--- config.mk ---
export PLATFORM = sky130hd
export DESIGN_NAME = interval_bar_timer
export DESIGN_NICKNAME = d
export VERILOG_FILES = /design/src/rtl/interval_bar_timer_pkg.sv /design/src/rtl/tick_prescaler.sv /design/src/rtl/interval_bar_timer.sv
export SDC_FILE = /design/constraint.sdc
export NUM_CORES = 1
export LEC_CHECK = 0
export CELL_PAD_IN_SITES_DETAIL_PLACEMENT = 0
export CELL_PAD_IN_SITES_GLOBAL_PLACEMENT = 1
export CORE_ASPECT_RATIO = 1.25
export CORE_UTILIZATION = 50
export CTS_CLUSTER_SIZE = 12
export DETAILED_ROUTE_END_ITERATION = 8
export PLACE_DENSITY = 0.89
export SYNTH_ARGS = -nofsm -noshare
export SYNTH_HDL_FRONTEND = slang
export SYNTH_HIERARCHICAL = 1
export SYNTH_SLANG_ARGS = --single-unit
--- constraint.sdc ---
create_clock -name i_clk -period 5.9 [get_ports i_clk]
set_input_delay 1.18 -clock i_clk [delete_from_list [all_inputs] [get_ports i_clk]]
set_output_delay 1.18 -clock i_clk [all_outputs]
set_load 0.05 [all_outputs]
--- src/rtl/interval_bar_timer_pkg.sv ---
// rtl/interval_bar_timer_pkg.sv - shared state enum, display modes and LED decode for interval_bar_timer
package interval_bar_timer_pkg;

   typedef enum logic [1:0] {
      ST_IDLE  = 2'd0,
      ST_RUN   = 2'd1,
      ST_HOLD  = 2'd2,
      ST_FLASH = 2'd3
   } state_t;

   localparam logic DISP_BAR = 1'b0;
   localparam logic DISP_DOT = 1'b1;
   localparam int   LED_MAX  = 32;

   // Bar fills from the MSB down; dot walks from the MSB (k=1) to bit 0 (k=n).
   function automatic logic [LED_MAX-1:0] led_decode(input int k, input int n, input logic mode);
      logic [LED_MAX-1:0] v;
      v = '0;
      for (int i = 0; i < LED_MAX; i++) begin
         if (i < n && k > 0) begin
            if (mode == DISP_DOT) begin
               v[i] = (k > n) ? (i == n - 1) : (i == n - k);
            end else begin
               v[i] = (k >= n) || (i >= n - k);
            end
         end
      end
      return v;
   endfunction

endpackage

--- src/rtl/tick_prescaler.sv ---
// rtl/tick_prescaler.sv - cycle prescaler producing one tick per TICK_DIV enabled cycles
module tick_prescaler #(
   parameter int TICK_DIV = 100_000_000
) (
   input  logic i_clk,
   input  logic i_reset,
   input  logic i_en,
   input  logic i_clr,
   output logic o_tick
);

   localparam int W = $clog2(TICK_DIV);

   logic [W-1:0] r_cnt;
   logic         w_wrap;

   assign w_wrap = (r_cnt == W'(TICK_DIV - 1));
   assign o_tick = i_en & ~i_clr & w_wrap;

   always_ff @(posedge i_clk or posedge i_reset) begin
      if (i_reset) begin
         r_cnt <= '0;
      end else if (i_clr) begin
         r_cnt <= '0;
      end else if (i_en) begin
         r_cnt <= w_wrap ? '0 : r_cnt + W'(1);
      end
   end

endmodule

--- src/rtl/interval_bar_timer.sv ---
// rtl/interval_bar_timer.sv - interval countdown timer with LED bar/dot display
// Correct-note flash is built only when INTERVAL_BAR_FLASH_EN is defined.
module interval_bar_timer #(
   parameter int N_LED        = 4,
   parameter int CNT_W        = 3,
   parameter int TICK_DIV     = 100_000_000,
   parameter int FLASH_CYCLES = 8
) (
   input  logic             i_clk,
   input  logic             i_reset,
   input  logic             i_start,
   input  logic [CNT_W-1:0] i_load_value,
   input  logic             i_pause,
   input  logic             i_correct_note,
   input  logic             i_dot_mode,
   output logic [N_LED-1:0] o_led,
   output logic             o_busy,
   output logic             o_done
);
   import interval_bar_timer_pkg::*;

   state_t           r_state;
   logic [CNT_W-1:0] r_count;
   logic [N_LED-1:0] r_led;
   logic             r_busy;
   logic             r_done;

   logic             w_tick;
   logic             w_note;
   logic             w_flash_last;
   logic             w_expire;
   logic [CNT_W-1:0] w_cnt_run;

   function automatic logic [N_LED-1:0] f_led(input logic [CNT_W-1:0] k, input logic mode);
      return N_LED'(led_decode(int'(k), N_LED, mode));
   endfunction

   tick_prescaler #(.TICK_DIV(TICK_DIV)) u_prescaler (
      .i_clk   (i_clk),
      .i_reset (i_reset),
      .i_en    (r_state == ST_RUN),
      .i_clr   (i_start),
      .o_tick  (w_tick)
   );

   assign w_expire  = w_tick && (r_count == CNT_W'(1));
   assign w_cnt_run = w_tick ? r_count - CNT_W'(1) : r_count;

`ifdef INTERVAL_BAR_FLASH_EN
   localparam int FL_W = $clog2(FLASH_CYCLES) + 1;
   logic [FL_W-1:0] r_flash_cnt;

   // Preloaded outside FLASH so the first FLASH cycle already holds the full length.
   always_ff @(posedge i_clk or posedge i_reset) begin
      if (i_reset) begin
         r_flash_cnt <= FL_W'(FLASH_CYCLES - 1);
      end else if (r_state != ST_FLASH) begin
         r_flash_cnt <= FL_W'(FLASH_CYCLES - 1);
      end else if (r_flash_cnt != '0) begin
         r_flash_cnt <= r_flash_cnt - FL_W'(1);
      end
   end

   assign w_note       = i_correct_note;
   assign w_flash_last = (r_flash_cnt == '0);
`else
   logic w_unused_note;
   assign w_unused_note = i_correct_note;
   assign w_note        = 1'b0;
   assign w_flash_last  = 1'b1;
`endif

   always_ff @(posedge i_clk or posedge i_reset) begin
      if (i_reset) begin
         r_state <= ST_IDLE;
         r_count <= '0;
         r_led   <= '0;
         r_busy  <= 1'b0;
         r_done  <= 1'b0;
      end else begin
         r_done <= 1'b0;
         if (i_start) begin
            r_count <= i_load_value;
            if (i_load_value == '0) begin
               r_state <= ST_IDLE;
               r_done  <= 1'b1;
               r_busy  <= 1'b0;
               r_led   <= '0;
            end else begin
               r_state <= ST_RUN;
               r_busy  <= 1'b1;
               r_led   <= f_led(i_load_value, i_dot_mode);
            end
         end else begin
            case (r_state)
               ST_RUN: begin
                  if (w_expire) begin
                     r_count <= '0;
                     r_state <= ST_IDLE;
                     r_done  <= 1'b1;
                     r_busy  <= 1'b0;
                     r_led   <= '0;
                  end else begin
                     r_count <= w_cnt_run;
                     if (w_note) begin
                        r_state <= ST_FLASH;
                        r_led   <= '1;
                     end else begin
                        if (i_pause) r_state <= ST_HOLD;
                        r_led <= f_led(w_cnt_run, i_dot_mode);
                     end
                  end
               end
               ST_HOLD: begin
                  if (w_note) begin
                     r_state <= ST_FLASH;
                     r_led   <= '1;
                  end else begin
                     if (!i_pause) r_state <= ST_RUN;
                     r_led <= f_led(r_count, i_dot_mode);
                  end
               end
               ST_FLASH: begin
                  if (w_flash_last) begin
                     r_state <= i_pause ? ST_HOLD : ST_RUN;
                     r_led   <= f_led(r_count, i_dot_mode);
                  end else begin
                     r_led <= '1;
                  end
               end
               default: begin
                  r_led  <= '0;
                  r_busy <= 1'b0;
               end
            endcase
         end
      end
   end

   assign o_led  = r_led;
   assign o_busy = r_busy;
   assign o_done = r_done;

endmodule

After elaboration in Yosys (flattened, before gate mapping)
Index checks and enable logic that the tools add are counted.
{"block": "op_classes", "n_addsub": 5, "order_cmp": 21, "n_eq_ne": 18, "n_mux": 62, "bitwise_logic": 3, "reduce_logical": 22}
{"cell": "32-bit zero test", "n": 3}
{"cell": "27-bit two-way mux", "n": 3}
{"cell": "1-bit two-way mux", "n": 44}
{"cell": "27-bit by 1-bit adder with 27-bit output, second input constant", "n": 1}
{"cell": "27-bit equality test, second input constant", "n": 1}
{"cell": "3-bit by 4-bit equality test with 1-bit output, first input constant", "n": 6}
{"cell": "3-bit by 4-bit >= comparator with 1-bit output, first input constant", "n": 6}
{"cell": "2-bit by 4-bit equality test with 1-bit output, first input constant", "n": 3}
{"cell": "1-bit by 4-bit >= comparator with 1-bit output, first input constant", "n": 3}
{"cell": "2-bit by 4-bit >= comparator with 1-bit output, first input constant", "n": 3}
{"cell": "1-bit logical OR", "n": 12}
{"cell": "3-bit two-way mux", "n": 4}
{"cell": "4-bit two-way mux", "n": 3}
{"cell": "3-bit by 3-bit subtractor with 4-bit output, first input constant", "n": 3}
{"cell": "2-bit two-way mux", "n": 5}
{"cell": "3-bit >= comparator, second input constant", "n": 3}
{"cell": "3-bit by 1-bit > comparator with 1-bit output, second input constant", "n": 3}
{"cell": "3-bit > comparator, second input constant", "n": 3}
{"cell": "4-bit case mux with 2 select lines", "n": 1}
{"cell": "3-bit inequality test, second input constant", "n": 2}
{"cell": "2-bit case mux with 3 select lines", "n": 1}
{"cell": "2-bit equality test, second input constant", "n": 2}
{"cell": "4-bit inequality test, second input constant", "n": 1}
{"cell": "4-bit nonzero test", "n": 1}
{"cell": "other kinds (13)", "n": 14}
{"block": "word_totals", "register_bits": 38, "input_bits": 9, "out_inout_bits": 6, "word_cells": 137}

Longest topological paths before layout
Gate-level depths: netlist of the first run.
{"block": "logic_depth", "ltp_word": 12, "ltp_mapped": 15, "mapped_depth_nobuf": 14}

Cells and area by module
The synthesis of the first run kept the hierarchy.
{"mod": "tick_prescaler", "n_inst": 1, "cells_per_inst": 186, "area_each_um2": 1619.1, "seq_area_each_um2": 675.6}
{"mod": "interval_bar_timer", "n_inst": 1, "cells_per_inst": 129, "area_each_um2": 1124.8, "seq_area_each_um2": 275.3}

Least setup slack after synthesis of the first run
Ideal clock, no wire load.
{"block": "synth_path", "kind": "input to register", "from": "input port i_start", "to": "register r_led[1], in the netlist o_led[1]", "setup_time_ns": 0.067, "arrival_time_ns": 3.296, "required_ns": 5.833, "slack_ns": 2.537, "cell_stages": 12, "path_cell_list": "clkinv_1 > nand2_1 > nor2_1 > buf_6 > or2_2 > nand2_1 > ha_1 > inv_1 > ha_1 > or4_4 > a221oi_2 > a311o_1"}
{"block": "synth_between", "elab_chain_len": 12, "word_cells_on_any_way": 18}
{"item": "start: declaration", "line_no": "interval_bar_timer.sv:11", "text": "input logic i_start,"}
{"item": "1-bit NOT (*)", "line_no": "tick_prescaler.sv:18", "text": "assign o_tick = i_en & ~i_clr & w_wrap;"}
{"item": "1-bit AND (*) (2 in series)", "line_no": "tick_prescaler.sv:18"}
{"item": "via w_tick", "line_no": "interval_bar_timer.sv:28", "text": "logic w_tick;"}
{"item": "3-bit two-way mux", "line_no": "interval_bar_timer.sv:47", "text": "assign w_cnt_run = w_tick ? r_count - CNT_W'(1) : r_count;"}
{"item": "3-bit by 3-bit subtractor with 4-bit output", "line_no": "interval_bar_timer_pkg.sv:22, interval_bar_timer_pkg.sv:24"}
{"item": "2-bit by 4-bit >= comparator with 1-bit output / 2-bit by 4-bit equality test with 1-bit output (equally long branches)", "line_no": "interval_bar_timer_pkg.sv:24, interval_bar_timer_pkg.sv:22"}
{"item": "1-bit logical OR / 1-bit two-way mux (equally long branches)", "line_no": "interval_bar_timer_pkg.sv:24, interval_bar_timer_pkg.sv:22"}
{"item": "1-bit two-way mux", "line_no": "interval_bar_timer_pkg.sv:21", "text": "if (mode == DISP_DOT) begin"}
{"item": "1-bit two-way mux", "line_no": "interval_bar_timer_pkg.sv:20", "text": "if (i < n && k > 0) begin"}
{"item": "4-bit two-way mux (*)", "line_no": "interval_bar_timer.sv:97", "text": "if (w_expire) begin"}
{"item": "4-bit case mux with 2 select lines (*)", "line_no": "interval_bar_timer.sv:95", "text": "case (r_state)"}
{"item": "4-bit two-way mux (*)", "line_no": "interval_bar_timer.sv:82", "text": "if (i_start) begin"}
{"item": "end signal: assignment", "line_no": "interval_bar_timer.sv:92", "text": "r_led <= f_led(i_load_value, i_dot_mode);"}
{"item": "end signal: assignment", "line_no": "interval_bar_timer.sv:110", "text": "r_led <= f_led(w_cnt_run, i_dot_mode);"}
{"item": "end signal: assignment", "line_no": "interval_bar_timer.sv:120", "text": "r_led <= f_led(r_count, i_dot_mode);"}
{"item": "end: declaration", "line_no": "interval_bar_timer.sv:24", "text": "logic [N_LED-1:0] r_led;"}
Mark *: on every way through the listed nets, which the timed path passes. The rest lies on a longest branch.
A chain may end at the register's enable or synchronous reset.

Worst setup path in the final report of the first run
Ends and elaborated chain as after synthesis.

==> results by group, run 1 <==
Run
  • Max Cap Viol: 0

Power
  • Static Leakage: 1.28 nW
  • Power density over the cells: 213 mW/mm^2
  • Cell Int Power: approximately 0.00045 W
  • Sequential power share: between 40 and 50%
  • Worst vdd ir: between 100 and 150 uV
  • Comb power frac: 21.0%
  • Pwr Total: 0.000641 W
  • Share of power burned in the clock network: 34.7%
  • P_sw: 0.000195 W
  • Switching Fraction: between 30% and 40%

Route
  • Routed WL per cell: around 16 um
  • 1st-iter DRT viols: roughly 170
  • Post-route ant nets: 0
  • Via density: 6.16
  • # DRC: 0
  • First-pass DRT Iterations: 4
  • WL final: 6.15 mm
  • Via Count: 2391

Synthesis
  • Synth Instances: 315
  • Mapped Avg Cell Area: 8.71 sq um
  • XOR/XNOR share of the synthesized area: 1.55%
  • Compound-Gate Fraction of Synth Area: 22.1%
  • Post-synth EDFFs: 0
  • Share of the synthesized area in the top cell type: 34.7%
  • Syn_nets: about 340
  • Adder-cell area share of the yosys netlist: about 9.1%
  • Post-synthesis sequential area ratio: 34.7%
  • Synth Warn #: 6
  • Top cells by area, synth: dfrtp_1 35%, ha_1 9.1%, nand2_1 4.1%, a21oi_1 3.5%, inv_1 3.3%
  • Simple-Gate Fraction of Synth Area: 25.6%
  • Async S/R FF share, synth: between 90% and 100%
  • Yosys top cell by area: dfrtp_1
  • Synthesized cell area: 0.00274 sq mm
  • Synth cell count leaders: 38 x dfrtp_1, 30 x nand2_1, 24 x inv_1
  • Seq cells post-synth: 38
  • Count leader, synth: dfrtp_1
  • Combinational family with the most area after synthesis: simple AND/OR/NAND/NOR gates
  • Mux share of post-synthesis cell area: 1.14%
  • Count of different cell masters after synthesis: 65
  • Ys flop type: dfrtp_1

Floorplan
  • Die area: 0.00579 sq mm
  • Die Height: around 85 um
  • Die W: 68.3 um
  • I/O pins: 15
  • Starting Density: 52.9%
  • Core area: 0.00519 sq mm
  • Placement Rows: 29

Place
  • I/O Buffers: 13
  • Gp weighted congestion: 0.845
  • DP Cell Count: 380
  • Post-Place Cell Area: 0.00291 sq mm
  • DP HPWL: 4.48 mm

STA
  • Worst relative slew slack: 29.2%
  • Layout Skew: 0.00701 ns
  • Setup TNS: 0 ns
  • WHS: approximately 0.5 ns
  • Worst-Margin Slew: 1.06 ns
  • Slew Viols, Final: 0
  • Final setup violating endpoints: 0
  • Fmax: 226 MHz
  • Final Hold Viols: 0
  • RSZ-0062 raised after global routing: false
  • Post-route clock period utilization: between 70% and 80%
  • Post-route minimum period: 4.43 ns

Clocking
  • TritonCTS Sinks: 38
  • CTS Buf Count: 5
  • Clk_lat worst skew: ~0.3 ns
  • CTS clk-pin slew, worst paths: 0.07 ns
  • H-tree levels: 2
  • CTS tree: built
  • Postcts setup bufs: 0
  • CTS Hold Buffers Added: 0
  • Post-CTS resize count: 0
  • Clock root buffer: clkbuf_8
  • CTS max path bufs: 2

GRT
  • Largest net degree at the start of global routing: 28
  • GRT Total Usage: 23.7%
  • Initial antenna violation count: 0
  • Vias in the first global route: 2279
  • Grt ovf: 0
  • Global-route wire length before repair: 10.4 mm

Final layout
  • Final Non-Filler Cells: 388
  • Antenna Cells: 0
  • Post-route cell area: 0.00302 sq mm
  • Nets: 354
  • Area Overhead vs Synth: 9.90%
  • Share of layout cells above drive strength 1: 8.59%

Worst setup path
  • Crit Path Max Fanout: 19
  • Kind of critical path: in -> reg
  • Critical Path Start Type: input pin
  • WP data arrival: 4.66 ns
  • Worst endpoint required time: between 6 and 7 ns
  • Crit. End Element: flop

Hold path
  • Hold Crit Class: reg -> reg

Status
  • Status: finished clean
## cells in the final DEF, fill, tap and decap left out, drive strengths merged, types with 3 or more instances in the layout
| cell type | count |
|---|---|
| xnor2 | 3 |
| or2 | 3 |
| o21a | 3 |
| and2 | 3 |
| o21ai | 13 |
| o31ai | 5 |
| clkinv | 3 |
| nor4b | 4 |
| inv | 25 |
| or4 | 4 |
| nand4 | 10 |
| or3 | 3 |
| o211ai | 4 |
| a22o | 5 |
| clkbuf | 5 |
| nor3b | 3 |
| nor2 | 18 |
| nor3 | 4 |
| nand3 | 17 |
| dfrtp | 38 |
| a221oi | 5 |
| nand2 | 30 |
| ha | 20 |
| a31oi | 10 |
| nor4 | 6 |
| clkdlybuf4s50 | 13 |
| o221ai | 3 |
| nand2b | 9 |
| a21oi | 19 |
## per-layer routing
metal / vias to the layer above / global-route usage, % / part of all wire, %
li1: 1188 / - / -
met1: 1140 / 26.9 / 43
met2: 53 / 42.2 / 52
met3: 10 / 3.76 / 2.6
met4: 0 / 10.0 / 1.9
met5: - / 0 / 0
## per-stage QoR
stage | setup WS [ns] | util, %
after floorplan | 2.54 | -
after global placement | 1.32 | 56.0
after detailed placement | 1.25 | 56.0
after CTS | 1.57 | 58.1
after global routing | 1.20 | 58.1
final | 1.47 | 58.1
## flip-flops by register name (all words and copies together), names as in the netlist
signal,count
u_prescaler/r_cnt,27
o_led,4
r_count,3
r_state,2
o_busy,1
o_done,1
## worst max-delay path, stage by stage
cell	delay (ns)
clkdlybuf4s50_1	0.40
buf_4	0.20
clkinv_1	0.17
nand2_1	0.11
nor2_1	0.60
and2b_1	0.29
nor2_1	0.34
inv_1	0.10
ha_1	0.24
or4_4	0.53
a221oi_2	0.33
a311o_1	0.17
## cell families after synthesis
group | Yosys count
AO/OA/AOI/OAI | 87
XOR/XNOR | 4
adder cells (fa/ha/maj) | 20
buffers and inverters | 38
flip-flops | 38
multiplexers | 3
AND/OR/NAND/NOR | 125
## power groups by stage
stage               Combinational [W]  Sequential (W)  Clock (W)
detailed placement           0.000134        0.000289          0
global route                 0.000150        0.000286   0.000240
finish                       0.000135        0.000284   0.000222
global placement             0.000133        0.000289          0
CTS                          0.000135        0.000284   0.000227
floorplan                   0.0000830        0.000301          0
## final cells by class
class                   instances  area, sq um
flip-flops and latches         38          951
clock buffers                   5         68.8
multi-input cells             239         1640
clock inverters                 3         40.0
repair buffers                 15          145
inverters                      26         97.6
fillers                       507         2170
well taps                      62         77.6
## path summary, 6_finish.rpt
path / slack, ns / endpoint / depth (start not counted) / from
max: 1.47 / o_led[1] / 12 / i_start
min reg2reg: 0.49 / o_busy / 1 / o_busy
min in group asynchronous: 1.20 / o_led[2] / 2 / i_reset
max reg2reg: 1.51 / o_led[1] / 12 / u_prescaler/r_cnt[0]
max in group asynchronous: 3.79 / u_prescaler/r_cnt[18] / 2 / i_reset
min: 0.49 / o_busy / 1 / o_busy
Note: power is estimated with default switching activity, not from simulation.
==> run 2, diff against run 1 <==
CORE_UTILIZATION = 42   (was 50)
PLACE_DENSITY = 0.8   (was 0.89)
clock period = 3.69 ns   (was 5.9 ns; I/O delays follow)
==> run 2 against run 1 <==
Net effect:
- flip-flop and latch count stayed put
- final cell count is 8.5% higher
- worst setup slack worse by 1.1 ns
- register-to-register slack got worse by 1.1 ns
- die area increased by 19%
- non-clock buffer count rose by 10
- first-iteration DRC count shrank 12%
- via count is 1.2% higher
- sequential share of layout area down 1.1 points
- core utilization decreased by 8.1 points
- combinational power rose by 67%
- design area up 3.6%
- largest cell class unchanged
- highest routed layer unchanged
==> results by group, run 2 (synthesized netlist as in run 1, its figures left out) <==
GRT
  • Initial antenna violation count: 0 (unchanged)
  • Largest net degree at the start of global routing: 28 (unchanged)
  • Grt ovf: 0 (unchanged)
  • GRT Total Usage: 21.2% (-2.5 points)
  • Global-route wire length before repair: 11.3 mm (+8.1%)
  • Vias in the first global route: 2411 (+5.8%)

Place
  • DP HPWL: 4.73 mm (+5.6%)
  • Pre-CTS WS: 0.211 ns (-1.04 ns)
  • Gp weighted congestion: 0.803 (-4.9%)
  • I/O Buffers: 13 (unchanged)
  • Post-Place Cell Area: 0.00302 sq mm (+4.0%)

Worst setup path
  • Crit-path slowest cell: or4_4
  • Critical Path Start Type: flop
  • Kind of critical path: reg -> reg
  • Worst Reg-to-Reg Cells: 12 (unchanged)
  • WP data arrival: 3.51 ns (-1.15 ns)
  • Worst-path cell chain: nor4_1, nor4b_2, nand2_1, nor2_2, nand2_1, nand2_1, ha_1, inv_1, ha_1, or4_4, a221oi_2, a311o_1
  • Reg-to-reg startpoint: u_prescaler/r_cnt[19]
  • Crit Path Max Fanout: 7 (-12)
  • Worst endpoint required time: 3.92 ns (-2.21 ns)
  • Worst path max stage delay: 0.54 ns (-0.06 ns)
  • Setup crit end: o_led[1]
  • Reg-to-reg slack, setup: 0.41 ns (-1.10 ns)
  • Worst flop-to-flop path endpoint: o_led[1]
  • Cell mode on critical path: nand2_1
  • Crit path from: u_prescaler/r_cnt[19]
  • Crit. End Element: flop

Floorplan
  • Die Height: 92.4 um (+8.9%)
  • Core area: 0.00625 sq mm (+20%)
  • Starting Density: 43.9% (-9.0 points)
  • Die area: 0.00686 sq mm (+19%)
  • Die W: 74.3 um (+8.8%)
  • Placement Rows: 32 (+10%)
  • I/O pins: 15 (unchanged)

Route
  • Routed WL per cell: 15.3 um (-3.5%)
  • 1st-iter DRT viols: 150 (-12%)
  • Via density: 5.75 (-6.7%)
  • WL final: 6.44 mm (+4.7%)
  • Post-route ant nets: 0 (unchanged)
  • First-pass DRT Iterations: 5 (+1)
  • Via Count: 2420 (+1.2%)
  • # DRC: 0 (unchanged)

Power
  • Static Leakage: 1.32 nW (+3.5%)
  • Sequential power share: 46.1% (+1.7 points)
  • Worst vdd ir: 182 uV (+59%)
  • Switching Fraction: 31.9% (+1.4 points)
  • Share of power burned in the clock network: 31.1% (-3.6 points)
  • P_sw: 0.000314 W (+61%)
  • Cell Int Power: 0.000673 W (+51%)
  • Power density over the cells: 316 mW/mm^2 (+49%)
  • Comb power frac: 22.8% (+1.8 points)

Clocking
  • Postcts setup bufs: 0 (unchanged)
  • Clk_lat worst skew: 0.29 ns (about the same)
  • CTS Buf Count: 5 (unchanged)
  • CTS max path bufs: 2 (unchanged)
  • TritonCTS Sinks: 38 (unchanged)
  • CTS clk-pin slew, worst paths: 0.08 ns (about the same)
  • CTS Hold Buffers Added: 0 (unchanged)
  • CTS tree: built
  • H-tree levels: 2 (unchanged)
  • Clock root buffer: clkbuf_8

STA
  • Fmax: about 300 MHz
  • Post-route minimum period: 3.28 ns
  • Worst-Margin Slew: 0.841 ns (-0.219 ns)
  • Final Hold Viols: 0 (unchanged)
  • WHS: 0.493 ns (+0.00137 ns)
  • Final setup violating endpoints: 0 (unchanged)
  • Worst relative slew slack: 43.4% (+14 points)
  • Post-route clock period utilization: 89.0%
  • Setup TNS: 0 ns (unchanged)
  • RSZ-0062 raised after global routing: false
  • Setup ws final: 0.406 ns (-1.07 ns)
  • Layout Skew: 0.00421 ns (-0.00280 ns)
  • Slew Viols, Final: 0 (unchanged)

Run
  • Max Cap Viol: 0 (unchanged)

Final layout
  • Share of layout cells above drive strength 1: 11.6% (+3.0 points)
  • Nets: 364 (+2.8%)
  • Reg with most FFs: u_prescaler/r_cnt
  • Max reg flops: 27 (unchanged)
  • Area Overhead vs Synth: 13.8%
  • Post-route cell area: 0.00312 sq mm (+3.6%)
  • Commonest non-fill, non-tap cell in the layout: dfrtp_1
  • Most frequent cells in the layout: 38 x dfrtp_1, 30 x nand2_1, 24 x inv_1
  • Antenna Cells: 0 (unchanged)

Hold path
  • Hold Crit Class: reg -> reg

Status
  • Status: finished clean
run 2: changes by cell type in the layout (fill, tap and decap cells not counted):
cell and delta:
nor2_1 -1, nor4b_2 +1, clkinv_2 -1, clkbuf_1 +1, nor4b_1 -1, nor2_2 +1
bufinv_16 -1, buf_4 +9, buf_12 +1, clkbuf_8 +1
run 2: worst min-delay path by stage:
stage | startpoint | to | slack (ns) | cells after the start
after CTS | o_busy | o_busy | 0.50 | 1
final | o_busy | o_busy | 0.49 | 1
after global placement | o_busy | o_busy | 0.47 | 1
after global routing | o_busy | o_busy | 0.52 | 1
after floorplan | u_prescaler/r_cnt[15] | u_prescaler/r_cnt[15] | 0.46 | 1
after detailed placement | o_busy | o_busy | 0.48 | 1
run 2: through the flow:
step | std cells | total power [W] | utilization (%)
6_report | 421 | 0.000987 | 50.0
5_1_grt | 421 | 0.00104 | 50.0
4_1_cts | 421 | 0.000999 | 49.9
3_5_place_dp | 413 | 0.000689 | 48.4
3_3_place_gp | 413 | 0.000688 | 48.4
2_1_floorplan | 315 | 0.000614 | -
run 2: layout make-up:
| type | count | area (sq um) |
|---|---|---|
| flip-flops and latches | 38 | 951 |
| clock inverters | 1 | 5.00 |
| multi-input cells | 239 | 1640 |
| repair buffers | 25 | 233 |
| fillers | 630 | 3120 |
| inverters | 26 | 97.6 |
| clock buffers | 7 | 86.3 |
| well taps | 85 | 106 |
run 2: power by group through the flow:
| stage | sequential, W | combinational [W] | clock [W] |
|---|---|---|---|
| 2_1_floorplan | 0.000481 | 0.000133 | 0 |
| 3_3_place_gp | 0.000463 | 0.000225 | 0 |
| 3_5_place_dp | 0.000463 | 0.000226 | 0 |
| 4_1_cts | 0.000455 | 0.000228 | 0.000316 |
| 5_1_grt | 0.000459 | 0.000251 | 0.000331 |
| 6_report | 0.000455 | 0.000225 | 0.000307 |
run 2: timing repair:
item                       CTS  global route
resized for setup            0             2
hold endpoints to repair     0             0
setup endpoints to repair    0             3
run 2: layer usage:
metal	vias up	routed length (um)	GRT usage (%)	part of all wire [%]
met5	-	0	0	0
li1	1201	-	-	-
met3	10	165	2.94	2.6
met2	37	3450	38.5	54
met1	1172	2690	24.9	42
met4	0	137	7.55	2.1
run 2: worst max-delay path, delay by kind of cell (launching register included):
family | cells | cell delay, ns
and+or+nand+nor | 7 | 1.97
DFF | 1 | 0.45
adders and majority gates | 2 | 0.38
AOI/OAI and AO/OA | 2 | 0.38
buffers and inverters | 1 | 0.05
==> run 3, diff against run 2 <==
CORE_UTILIZATION = 50   (was 42)
PLACE_DENSITY = 0.89   (was 0.8)
SLEW_MARGIN = 10   (was unset)
clock period = 3.9 ns   (was 3.69 ns; I/O delays follow)
==> run 3 against run 2 <==
Net effect:
- core utilization rose by 8.5 points
- combinational power fell by 7%
- clock power fell by 16%
- first-iteration DRC count rose by 27%
- die area fell by 16%
- power fell by 8.9%
- largest cell class unchanged
- worst hold slack barely moved
- critical path type unchanged
- fmax fell by 5.4%
- via count rose by 1.4%
- sequential power fell by 5.3%
- design area fell by 2.8%
==> results by group, run 3 (synthesized netlist as in run 1, its figures left out) <==
GRT
  • Initial antenna violation count: 0 (unchanged)
  • Global-route wire length before repair: 10.9 mm (-3.3%)
  • GRT Total Usage: 24.8% (+3.5 points)
  • Vias in the first global route: 2355 (-2.3%)
  • Largest net degree at the start of global routing: 28 (unchanged)
  • Grt ovf: 0 (unchanged)

Floorplan
  • Die W: 68.3 um (-8.1%)
  • Starting Density: 52.9% (+9.0 points)
  • I/O pins: 15 (unchanged)
  • Die area: 0.00579 sq mm (-16%)
  • Placement Rows: 29 (-9.4%)
  • Core area: 0.00519 sq mm (-17%)
  • Die Height: 84.8 um (-8.2%)

Clocking
  • Clk_lat worst skew: 0.29 ns (about the same)
  • TritonCTS Sinks: 38 (unchanged)
  • CTS max path bufs: 2 (unchanged)
  • Clock root buffer: clkbuf_8
  • H-tree levels: 2 (unchanged)
  • CTS Buf Count: 5 (unchanged)
  • CTS clk-pin slew, worst paths: 0.08 ns (about the same)
  • CTS tree: built

Final layout
  • Most frequent cells in the layout: 38 x dfrtp_1, 30 x nand2_1, 24 x inv_1
  • Antenna Cells: 0 (unchanged)
  • Max reg flops: 27 (unchanged)
  • Nets: 360 (-1.1%)
  • Share of layout cells above drive strength 1: 9.67% (-1.9 points)
  • Final Non-Filler Cells: 393 (-6.7%)
  • Final cell utilization of the core: 58.5% (+8.5 points)
  • Reg with most FFs: u_prescaler/r_cnt
  • Area Overhead vs Synth: 10.6%
  • Commonest non-fill, non-tap cell in the layout: dfrtp_1

Place
  • Pre-CTS WS: 0.262 ns (+0.0513 ns)
  • I/O Buffers: 13 (unchanged)
  • DP HPWL: 4.68 mm (-0.99%)
  • DP Cell Count: 386 (-6.5%)
  • Gp weighted congestion: 0.888 (+11%)

Hold path
  • Hold Crit Class: reg -> reg
  • Hold_sp: o_busy
  • Hold Path End: o_busy
  • Worst Hold Path Cells: 1 (unchanged)

STA
  • Layout Skew: 0.00717 ns (+0.00296 ns)
  • Setup TNS: 0 ns (unchanged)
  • Post-route minimum period: 3.47 ns (+0.186 ns)
  • Worst-Margin Slew: 1.07 ns (+0.229 ns)
  • Post-route clock period utilization: 89.0% (about the same)
  • Final setup violating endpoints: 0 (unchanged)
  • Worst relative slew slack: 28.6% (-15 points)
  • Final Hold Viols: 0 (unchanged)
  • Fmax: 288 MHz (-5.4%)
  • Slew Viols, Final: 0 (unchanged)
  • Setup ws final: 0.429 ns (+0.0239 ns)
  • RSZ-0062 raised after global routing: false

Route
  • WL met1: 2.70 mm (+0.48%)
  • Routed length on met3: 137 um (-17%)
  • # DRC: 0 (unchanged)
  • Post-route ant nets: 0 (unchanged)
  • WL final: 6.33 mm (-1.7%)
  • Via Count: 2455 (+1.4%)
  • Top Metal Used: met4
  • Routed WL per cell: 16.1 um (+5.3%)
  • Via density: 6.25 (+8.7%)
  • Routed length on met2: 3.27 mm (-5.1%)
  • First-pass DRT Iterations: 5 (unchanged)
  • 1st-iter DRT viols: 190 (+27%)

Worst setup path
  • Reg-to-reg startpoint: u_prescaler/r_cnt[19]
  • Crit Path Max Fanout: 12 (+5)
  • Worst Reg-to-Reg Cells: 12 (unchanged)
  • Kind of critical path: reg -> reg
  • Reg-to-reg slack, setup: 0.43 ns (+0.02 ns)
  • WP data arrival: 3.70 ns (+0.19 ns)
  • Worst endpoint required time: 4.13 ns (+0.21 ns)
  • Critical Path Start Type: flop
  • Crit. End Element: flop
  • Worst flop-to-flop path endpoint: o_led[1]

Power
  • Power density over the cells: 296 mW/mm^2 (-6.3%)
  • Static Leakage: 1.29 nW (-2.5%)
  • Worst vdd ir: 157 uV (-14%)

Status
  • Status: finished clean

Run
  • Max Cap Viol: 0 (unchanged)
==> run 3: per-layer routing <==
metal	track usage, %	vias up
met5	0	-
met4	11.7	0
met2	42.4	46
li1	-	1196
met1	29.2	1196
met3	4.03	17
==> run 3: power by group <==
part / leakage, nW / total, W / internal [W] / switching [W]
clock network: 0.0383 / 0.000259 / 0.000123 / 0.000135
registers: 0.512 / 0.000431 / 0.000411 / 0.0000197
logic: 0.737 / 0.000209 / 0.0000798 / 0.000130
==> run 3: layout make-up <==
class,count,area (sq um)
well taps,62,77.6
inverters,26,97.6
fillers,482,2150
multi-input cells,239,1640
repair buffers,21,190
flip-flops and latches,38,951
clock buffers,7,76.3
==> run 3: timing repair <==
item	4_1_cts	5_1_grt
hold buffers	0	0
gates resized for setup	0	1
setup endpoints to repair	0	1
buffers inserted	0	0
==> run 3: critical path, stage by stage (launching register included) <==
cell and delay (ns):
dfrtp_1 0.45, nor4_1 0.37, nor4b_2 0.36, nand2_1 0.20, nor2_1 0.14, buf_4 0.18
xor2_2 0.22, inv_2 0.09, ha_1 0.22, ha_1 0.21, or4_1 0.55, a221oi_2 0.26
a311o_1 0.17
==> run 3: worst max path at each step <==
stage	end	cells past startpoint	slack, ns	start
3_3_place_gp	o_led[1]	13	0.28	i_start
2_1_floorplan	o_led[1]	12	0.62	u_prescaler/r_cnt[0]
4_1_cts	o_led[1]	12	0.29	u_prescaler/r_cnt[19]
3_5_place_dp	o_led[1]	13	0.26	i_start
6_report	o_led[1]	12	0.43	u_prescaler/r_cnt[19]
5_1_grt	o_led[1]	12	0.08	u_prescaler/r_cnt[19]
==> run 3: metrics by stage <==
stage                     total power [W]  instance area [sq um]  hold slack (ns)
final                            0.000899                   3030            0.493
after global routing             0.000947                   3030            0.517
after CTS                        0.000908                   3030            0.501
after detailed placement         0.000647                   2950            0.489
after global placement           0.000644                   2950            0.477
after floorplan                  0.000581                   2740            0.464
==> edit (flow settings as in run 2) <==
`LED_MAX`: 32 -> 16.
--- a/src/rtl/interval_bar_timer_pkg.sv
+++ b/src/rtl/interval_bar_timer_pkg.sv
@@ -12,3 +12,3 @@
    localparam logic DISP_DOT = 1'b1;
-   localparam int   LED_MAX  = 32;
+   localparam int   LED_MAX  = 16;
 
Behaviour: unchanged (equiv_simple and equiv_induct, registers matched by name and starting in step).
==> edit against run 2 <==
Area after synthesis grew 2.3%; final area up 3.0%; wire length rose by 2.6%; power decreased by 0.30%; worst setup slack got worse by 0.034 ns; count of clock-buffer cells in the layout did not move; core utilization grew 0.83 points; sequential cell count stayed put.
==> edit: results (changes against run 2) <==
** Run status
- Run status :: finished, final reports clean

** Placement
- The final RePlAce weighted congestion came to 0.753 (-6.3%).
- Placed inst area :: 0.00310 mm^2 (+2.5%)
- The post-DP HPWL came to 4840 um (+2.4%).
- The count of buffers from port buffering was 13 (unchanged).

** Setup path
- FF-to-FF setup slack :: 0.37 ns (-0.03 ns)
- Worst reg-to-reg path cell count :: 14 (+2)
- The most critical setup path has its endpoint at o_led[0]$_DFF_PP0_.
- Arrival time at the worst endpoint :: 3.50 ns (about the same)
- Worst reg2reg startpoint :: u_prescaler/r_cnt[11]$_DFFE_PP0P_

** Power and ir drop
- The cell leakage power came to 1.34 nW (+1.3%).
- Internal power contribution :: 672 uW (-0.11%)

** Yosys
- Count of cell types in the netlist :: 67 (+3.1%)
- Number of standard cells after synthesis :: 327 (+3.8%)
- Synth cell count leaders :: sky130_fd_sc_hd__dfrtp_1, sky130_fd_sc_hd__nand2_1, sky130_fd_sc_hd__inv_1
- Cells taking the most area after synthesis :: sky130_fd_sc_hd__dfrtp_1, sky130_fd_sc_hd__ha_1, sky130_fd_sc_hd__nand2_1
- Share of the yosys chip area belonging to registers :: 33.9% (-0.79 points)

** Hold path
- Hold path start :: u_prescaler/r_cnt[15]$_DFFE_PP0P_
- The path with the worst hold slack has its endpoint at u_prescaler/r_cnt[15]$_DFFE_PP0P_.

** STA
- The slew at the pin closest to its max-slew limit is 0.837 ns (-0.00468 ns).
- The ratio of final minimum period to clock period was 89.9% (+0.92 points).

** Global routing
- Pin count of the biggest net entering global routing :: 35 (+25%)
- The wire length of the first global-routing pass was 10,900 um (-2.8%).
- The number of global-route vias before repair is 2,395 (-0.66%).

** Layout
- The fraction of layout instances using a drive strength above 1 was 12.0% (+0.39 points).
- Number of fill cells in the layout :: 632 (+0.32%)

** Routing
- Overall routed net length :: 6610 um (+2.6%)
- The per-cell via count in the routed design was 5.77 (+0.38%).
[edit: cell types whose count changed after synthesis, sizes merged, moves of 2 or more]
cell | run 2 | this run
a31oi | 10 | 14
a21oi | 19 | 21
nand3 | 17 | 15
o211ai | 4 | 2
buf | 7 | 10
a221oi | 5 | 3
nor3 | 4 | 9
o311ai | 0 | 2
or2b | 0 | 2
o22ai | 2 | 0
o21a | 3 | 5
a211oi | 0 | 5
[edit: power groups by stage]
stage / Sequential (mW) / Combinational (mW) / Clock, mW
after floorplan: 0.480 / 0.137 / 0
after global routing: 0.458 / 0.258 / 0.322
final: 0.455 / 0.233 / 0.297
after CTS: 0.455 / 0.229 / 0.306
after detailed placement: 0.463 / 0.227 / 0
after global placement: 0.462 / 0.224 / 0
[edit: critical path, cell delays in order (launching register included)]
cell,delay [ns]
sky130_fd_sc_hd__dfrtp_1,0.41
sky130_fd_sc_hd__nor4_2,0.40
sky130_fd_sc_hd__nor4b_1,0.31
sky130_fd_sc_hd__buf_4,0.18
sky130_fd_sc_hd__nand2_1,0.09
sky130_fd_sc_hd__nor2_4,0.19
sky130_fd_sc_hd__buf_4,0.16
sky130_fd_sc_hd__xnor2_1,0.21
sky130_fd_sc_hd__ha_2,0.27
sky130_fd_sc_hd__inv_1,0.05
sky130_fd_sc_hd__ha_1,0.29
sky130_fd_sc_hd__nand2b_1,0.07
sky130_fd_sc_hd__a221oi_2,0.23
sky130_fd_sc_hd__a31oi_1,0.13
sky130_fd_sc_hd__o221ai_1,0.23
[edit: layer usage]
| metal | wire length [um] | global-route usage, % | up-vias |
|---|---|---|---|
| met4 | 117 | 7.72 | 0 |
| met1 | 2840 | 23.9 | 1209 |
| met3 | 175 | 3.02 | 10 |
| met2 | 3470 | 36.3 | 42 |
| li1 | - | - | 1249 |
| met5 | 0 | 0 | - |
[edit: kinds of logic after synthesis]
group | share of synthesized area, %
DFF | 33.9
xor gates and xnor gates | 1.25
and+or+nand+nor | 25.1
buffers and inverters | 6.37
adders and majority gates | 8.91
muxes | 1.47
AOI/OAI and AO/OA | 23.0
[edit: through the flow]
step / instances / hold WS (ns) / util [%]
final: 435 / 0.493 / 50.8
after detailed placement: 427 / 0.483 / 49.0
after floorplan: 327 / 0.464 / -
after global routing: 435 / 0.523 / 50.8
after CTS: 435 / 0.494 / 50.5
after global placement: 427 / 0.473 / 49.0
[edit: final cells by class]
cell class                 count  share of cell area, %
timing repair buffer          30                   8.02
clock inverter                 1                  0.156
sequential                    38                   29.6
multi-input combinational    247                   53.1
tap                           85                   3.31
clock buffer                   7                   2.68
inverter                      27                   3.15
[edit: repair_timing]
item,CTS,global route
setup endpoints to repair,2,3
gates resized for setup,1,5
pin swaps,0,1
